## src/rtl/msk_hpc2_rnd_feeder.sv

```systemverilog
// Randomness feeder for masked HPC2 AND gadgets.
// Packs narrow PRNG beats into fresh R-bit words (R = d*(d-1)/2), buffers them
// in a small FIFO and presents the head word to the gadget. Every bit is used at
// most once; surplus bits of a word's last beat are dropped, never carried over.
module msk_hpc2_rnd_feeder #(
    parameter int unsigned d     = 2,
    parameter int unsigned W     = 8,
    parameter int unsigned DEPTH = 4,
    localparam int unsigned R    = d * (d - 1) / 2,
    localparam int unsigned LW   = $clog2(DEPTH + 1)
) (
    input  logic          clk,
    input  logic          rst,
    input  logic [W-1:0]  prng_data,
    input  logic          prng_valid,
    output logic          prng_ready,
    input  logic          rnd_req,
    output logic [R-1:0]  rnd,
    output logic          rnd_valid,
    output logic [LW-1:0] level,
    output logic          underflow
);

    localparam int unsigned BPW = (R + W - 1) / W;
    localparam int unsigned BW  = BPW * W;
    localparam int unsigned CW  = (BPW > 1) ? $clog2(BPW) : 1;
    localparam int unsigned PW  = $clog2(DEPTH);

    logic [R-1:0]  asm_q;
    logic [CW-1:0] beat_q;
    logic [R-1:0]  mem [DEPTH];
    logic [PW-1:0] wptr_q;
    logic [PW-1:0] rptr_q;

    logic          accept;
    logic          last_beat;
    logic          push;
    logic          pop;
    logic [BW-1:0] asm_d;
    logic [R-1:0]  word;
    logic [PW-1:0] wptr_n;
    logic [PW-1:0] rptr_n;
    logic [LW-1:0] count_n;
    logic [R-1:0]  head_n;

    // Next-state: beat packing, FIFO pointer/count update and next head word.
    always_comb begin
        accept    = prng_valid & prng_ready;
        last_beat = (beat_q == CW'(BPW - 1));
        asm_d     = BW'(asm_q);
        for (int k = 0; k < int'(BPW); k++) begin
            if (beat_q == CW'(k)) begin
                asm_d[k*W +: W] = prng_data;
            end
        end
        word    = asm_d[R-1:0];
        push    = accept & last_beat;
        pop     = rnd_req & rnd_valid;
        wptr_n  = push ? wptr_q + PW'(1) : wptr_q;
        rptr_n  = pop  ? rptr_q + PW'(1) : rptr_q;
        count_n = level + LW'(push) - LW'(pop);
        head_n  = '0;
        if (count_n != '0) begin
            if (push && (wptr_q == rptr_n)) begin
                head_n = word;
            end else begin
                head_n = mem[rptr_n];
            end
        end
    end

    // Word storage; contents beyond the live count are never exposed, so no reset.
    always_ff @(posedge clk) begin
        if (push && !rst) begin
            mem[wptr_q] <= word;
        end
    end

    // Control state and registered outputs.
    always_ff @(posedge clk) begin
        if (rst) begin
            asm_q      <= '0;
            beat_q     <= '0;
            wptr_q     <= '0;
            rptr_q     <= '0;
            level      <= '0;
            prng_ready <= 1'b1;
            rnd_valid  <= 1'b0;
            rnd        <= '0;
            underflow  <= 1'b0;
        end else begin
            if (accept) begin
                asm_q  <= last_beat ? '0 : asm_d[R-1:0];
                beat_q <= last_beat ? '0 : beat_q + CW'(1);
            end
            wptr_q     <= wptr_n;
            rptr_q     <= rptr_n;
            level      <= count_n;
            prng_ready <= (count_n < LW'(DEPTH));
            rnd_valid  <= (count_n != '0);
            rnd        <= head_n;
            underflow  <= underflow | (rnd_req & ~rnd_valid);
        end
    end

endmodule

```

## config.mk

```make
export PLATFORM = sky130hd
export DESIGN_NAME = msk_hpc2_rnd_feeder
export DESIGN_NICKNAME = d
export VERILOG_FILES = /design/src/rtl/msk_hpc2_rnd_feeder.sv
export SDC_FILE = /design/constraint.sdc
export NUM_CORES = 1
export LEC_CHECK = 0
export CORE_UTILIZATION = 33
export CTS_CLUSTER_DIAMETER = 200
export CTS_CLUSTER_SIZE = 40
export DETAILED_ROUTE_END_ITERATION = 16
export GPL_TIMING_DRIVEN = 0
export HOLD_SLACK_MARGIN = 0.02
export SKIP_LAST_GASP = 1
export SYNTH_ARGS = -nofsm -noshare
export SYNTH_HDL_FRONTEND = slang
export SYNTH_SLANG_ARGS = --single-unit
```

## constraint.sdc

```tcl
create_clock -name clk -period 3.4 [get_ports clk]
set_clock_uncertainty 0.15 [all_clocks]
set_input_delay 0.68 -clock clk [delete_from_list [all_inputs] [get_ports clk]]
set_output_delay 0.68 -clock clk [all_outputs]
set_load 0.03 [all_outputs]
```

* Word level (Yosys, flattened, before mapping)
Memory sizes are Yosys's and may differ from the RTL's. A register that Yosys moved wholly into a read port is not among the register bits.
Index checks and enable logic that the tools add are counted.
** Cells by class
- Bitwise logic cells :: 8
- Equal/unequal tests :: 0
- Add/sub/neg operators :: 5
- Reduce and logical (&&, ||, !) cells :: 4
- Divide/modulo/power cells :: 0
- Muxes and demuxes :: 6
- Multipliers :: 0
- Magnitude comparators :: 1
- Shifts and indexed selects :: 0
** Operators by type and width (number)
- $mux 1 :: 5
- $add 2x1->2 const B :: 2
- $and 1x1->1 :: 4
- $add 3x1->3 :: 1
- $lt 3x3->1 const B :: 1
- $not 1->1 :: 3
- $reduce_bool 3->1 :: 1
- $sub 3x1->3 :: 1
- $mux 2 :: 1
- $reduce_or 2->1 :: 1
- $add 1x1->1 const B :: 1
- $logic_and 1x1->1 :: 1
- $logic_not 1->1 :: 1
- $or 1x1->1 :: 1
** Word-level totals
- Output and inout port bits :: 7
- Memories kept :: 1
- RAM bits :: 4
- Memory bits (read-only) :: 0
- Input port bits :: 12
- Logic and storage cells :: 33
- Register bits :: 12
- Latch bits :: 0
** Memory list
- mem :: depth 4, bits a word 1, rd ports 1, clocked after Yosys merged registers in 1, write ports 1, RTL line 31 : logic [R-1:0] mem [DEPTH];

* Logic depth before layout (Yosys ltp)
- Word-level depth :: 7
- Depth in mapped cells :: 11
- Depth with buffers taken out :: 10

* Least setup slack after synthesis
Ideal clock, no wire load.
- Path kind :: input -> register
- Start :: input port rnd_req
- End :: register rnd (read register of mem)
- Path slack :: 697 ps
- Arrival :: 2468 ps
- Buffers on the path :: 1
- Stages :: 11
- Required time :: 3164 ps
- Setup time :: 86 ps
- Cells stage by stage :: and2_4 > buf_6 > ha_1 > inv_1 > ha_1 > inv_1 > fa_1 > xor2_1 > xnor2_1 > a31o_1 > a211oi_1
** On the way
- Cells in the longest elaborated chain, start to end :: 5
- Elaborated cells on any way between the ends :: 6
- Those cells by class :: 1 x add/sub; 1 x mux; 2 x bitwise; 2 x reduce/logical
** Ends and longest elaborated chain
- start: declaration :: RTL line 17 : input logic rnd_req,
- $and 1x1->1 (*) :: RTL line 58 : pop = rnd_req & rnd_valid;
- $sub 3x1->3 :: RTL line 61 : count_n = level + LW'(push) - LW'(pop);
- $reduce_bool 3->1 :: RTL line 63 : if (count_n != '0) begin
- $not 1->1 (no line)
- $reduce_or 2->1 (no line)
- end: declaration :: RTL line 18 : output logic [R-1:0] rnd,
Mark *: on every way between the ends. The rest lies on a longest branch, timed or not.
A chain may end at the register's enable or synchronous reset.

* Worst setup path in the final report
Ends and elaborated chain as after synthesis.

==> flow_summary.ini <==
[route]
route.met3.wl_um = 45
wl_met1_um = 624
first_pass_iters = 3
top_layer = met4
vias = 510
drc = 0
ant_nets = 0
met2_length_um = 575
drt-total-wl_um = 1270
vias_per_cell = 4.51
avgRoutedWirePerCell_um = 11.3
drt_iter0_markers = 7

[synthesis]
syn_inst = 71
synth-seq-area-share_pct = 43.2
yosysTopAreaCell = dfxtp_1
synth_cell_types = 25
syn-num-nets = 90
syn_area_um2 = 788
ys_ff_latch = 15
synthTopCellsByArea = dfxtp_1, edfxtp_1, ha_1
yosysWarnings = 0
synthTopCellsByCount = dfxtp_1, inv_1, nor2_1
synth_edf_count = 4
yosysMostFrequentCell = dfxtp_1
avgSynthCellArea_um2 = 11.1
yosysTopAreaCellShare_pct = 27.9
synth_top_flop_cell = dfxtp_1
synthArstFlopShare_pct = 0

[cells_and_area]
seq_area_um2 = 340
n_fill_cell = 230
drive_gt1_share_pct = 11.8
area_growth_pct = 20.6
multi_input_area_um2 = 377
final_nets = 105
diodes = 0

[placed_design]
place_hpwl_um = 977
io_buffer_count = 10
routabilityCongestion = 0.647

[setup_path]
cp_top_family = buffers and inverters
path_max_fanout = 8
crit_arrival_ns = 3.05
slowest_stage = clkdlybuf4s50_1
crit_required_ns = 3.46
crit_chain = clkdlybuf4s50_1 -> and2_4 -> buf_6 -> ha_1 -> inv_1 -> ha_1 -> inv_1 -> fa_1 -> xor2_1 -> xnor2_1 -> a31o_1 -> a211oi_1
crit_path_end_kind = flop
critPathMaxStageDelay_ns = 0.50
crit_type = primary input to flop
crit_path_start_kind = primary input
reg2reg_slack_ns = 0.92
path_buf_inv = 4

[clock_tree]
clk_pin_slew_ns = 0.09
htreeDepth = 1
post_cts_buffers = 0
clockRootBuffer = clkbuf_4
clk_path_buf_depth = 2
cts_buffers = 3
cts_resized = 0
holdBufCountCts = 0
insertion_delay_ns = 0.29
cts_tree = built
clock_sinks = 15

[power_and_ir_drop]
irDropWorstVdd_mv = 0.462
p_per_area_nw_per_um2 = 767
power.leakage_nw = 0.385
finalPower_uw = 729

[flow_run]
drv_cap = 0

[global_route]
grt_overflow = 0
track_usage_pct = 11.6
antenna_found_initial = 0
grt_pass1_vias = 467
grt_max_degree = 11
grt_first_pass_wirelength_um = 2100

[floorplanning]
pin_count = 19
dieHeight_um = 50.9
rows = 17
die_area_um2 = 2590
die_x_um = 50.9
start_util_pct = 35.3
coreArea_um2 = 2230

[sta]
slew_headroom_pct = 79.0
slew_violations = 0
timing.fmax_mhz = 335
grt_setup_unrepaired = false
worstMarginPinSlew_ns = 0.315
tns_ns = 0
final-setup-viol-count = 0
post-route-period-util_pct = 87.8
timing_hold_violations_final = 0
period_needed_ns = 2.99

[status]
run_status = finished clean

[hold_path]
hold_class = flop to flop
## state kept, by name, indices dropped and copies added (netlist names)
signal and count:
mem 4, underflow 1, wptr_q 2, level 3, rnd 1, rptr_q 2, prng_ready 1, rnd_valid 1
## power breakdown
group / total (mW) / leakage, nW / internal, mW / switching (mW)
clock network: 0.103 / 0.0177 / 0.0437 / 0.0593
registers: 0.267 / 0.127 / 0.230 / 0.0368
logic: 0.359 / 0.240 / 0.167 / 0.192
## routing by layer
layer  vias to the layer above  track usage (%)
met3                         3             2.98
li1                        265                -
met1                       231             14.6
met4                         0             6.94
met2                        11             17.8
met5                         -                0
## worst register-to-register path: cells and delay by family, from the launching register on
family,cells,cell delay (ns)
xor gates and xnor gates,2,0.31
and+or+nand+nor,1,0.16
buffers and inverters,3,0.22
AOI/OAI and AO/OA,2,0.46
DFF,1,0.34
adders and majority gates,3,0.76
## cell usage in the layout, fill, tap and decap left out
cell type,Yosys,final
nand3_1,1,1
nor2_1,7,7
xnor2_1,4,4
o211ai_1,1,1
inv_1,9,9
o31ai_2,1,1
clkbuf_4,0,3
buf_8,1,1
a211oi_1,1,1
buf_6,2,2
and2_1,4,4
nor2_2,1,1
o2111a_1,1,1
and2_4,1,1
clkinv_2,0,1
edfxtp_1,4,4
dfxtp_1,11,11
o21ai_1,1,1
ha_1,6,6
a21oi_1,2,2
xor2_1,2,2
clkdlybuf4s50_1,0,10
mux2i_1,1,1
a31o_1,2,2
fa_1,1,1
nand2_1,4,4
nand4b_1,1,1
mux4_1,2,2
## cell families (layout without fill, tap and decap cells)
logic type	Yosys count	after routing	synth area share, %
xor gates and xnor gates	6	6	6.67
DFF	15	15	43.2
AOI/OAI and AO/OA	9	9	9.05
buffers and inverters	12	26	9.05
and+or+nand+nor	19	19	12.1
adders and majority gates	7	7	12.1
muxes	3	3	7.94
## metrics by stage
step | instances | setup WS, ns | hold slack, ns | utilization [%] | cell area [um^2]
global route | 113 | 0.310 | 0.363 | 42.6 | 951
finish | 113 | 0.414 | 0.331 | 42.6 | 951
floorplan | 71 | 0.697 | 0.340 | - | 788
global placement | 109 | 0.105 | 0.300 | 41.3 | 923
CTS | 113 | 0.407 | 0.339 | 42.6 | 951
detailed placement | 109 | 0.102 | 0.317 | 41.3 | 923
## final cells by class
type                       instances  share of cell area (%)
multi-input combinational         44                    39.6
buffer                             3                    3.95
inverter                           9                    3.55
timing repair buffer              10                    10.5
tap                               28                    3.68
sequential                        15                    35.8
clock buffer                       3                    2.37
clock inverter                     1                   0.526
## worst paths after layout
kind | startpoint | depth (start not counted) | to
max | rnd_req | 12 | rnd
min | underflow | 2 | underflow
max reg2reg | rnd_valid | 11 | rnd
min reg2reg | underflow | 2 | underflow
No activity file was read; power rests on OpenSTA's default activity.
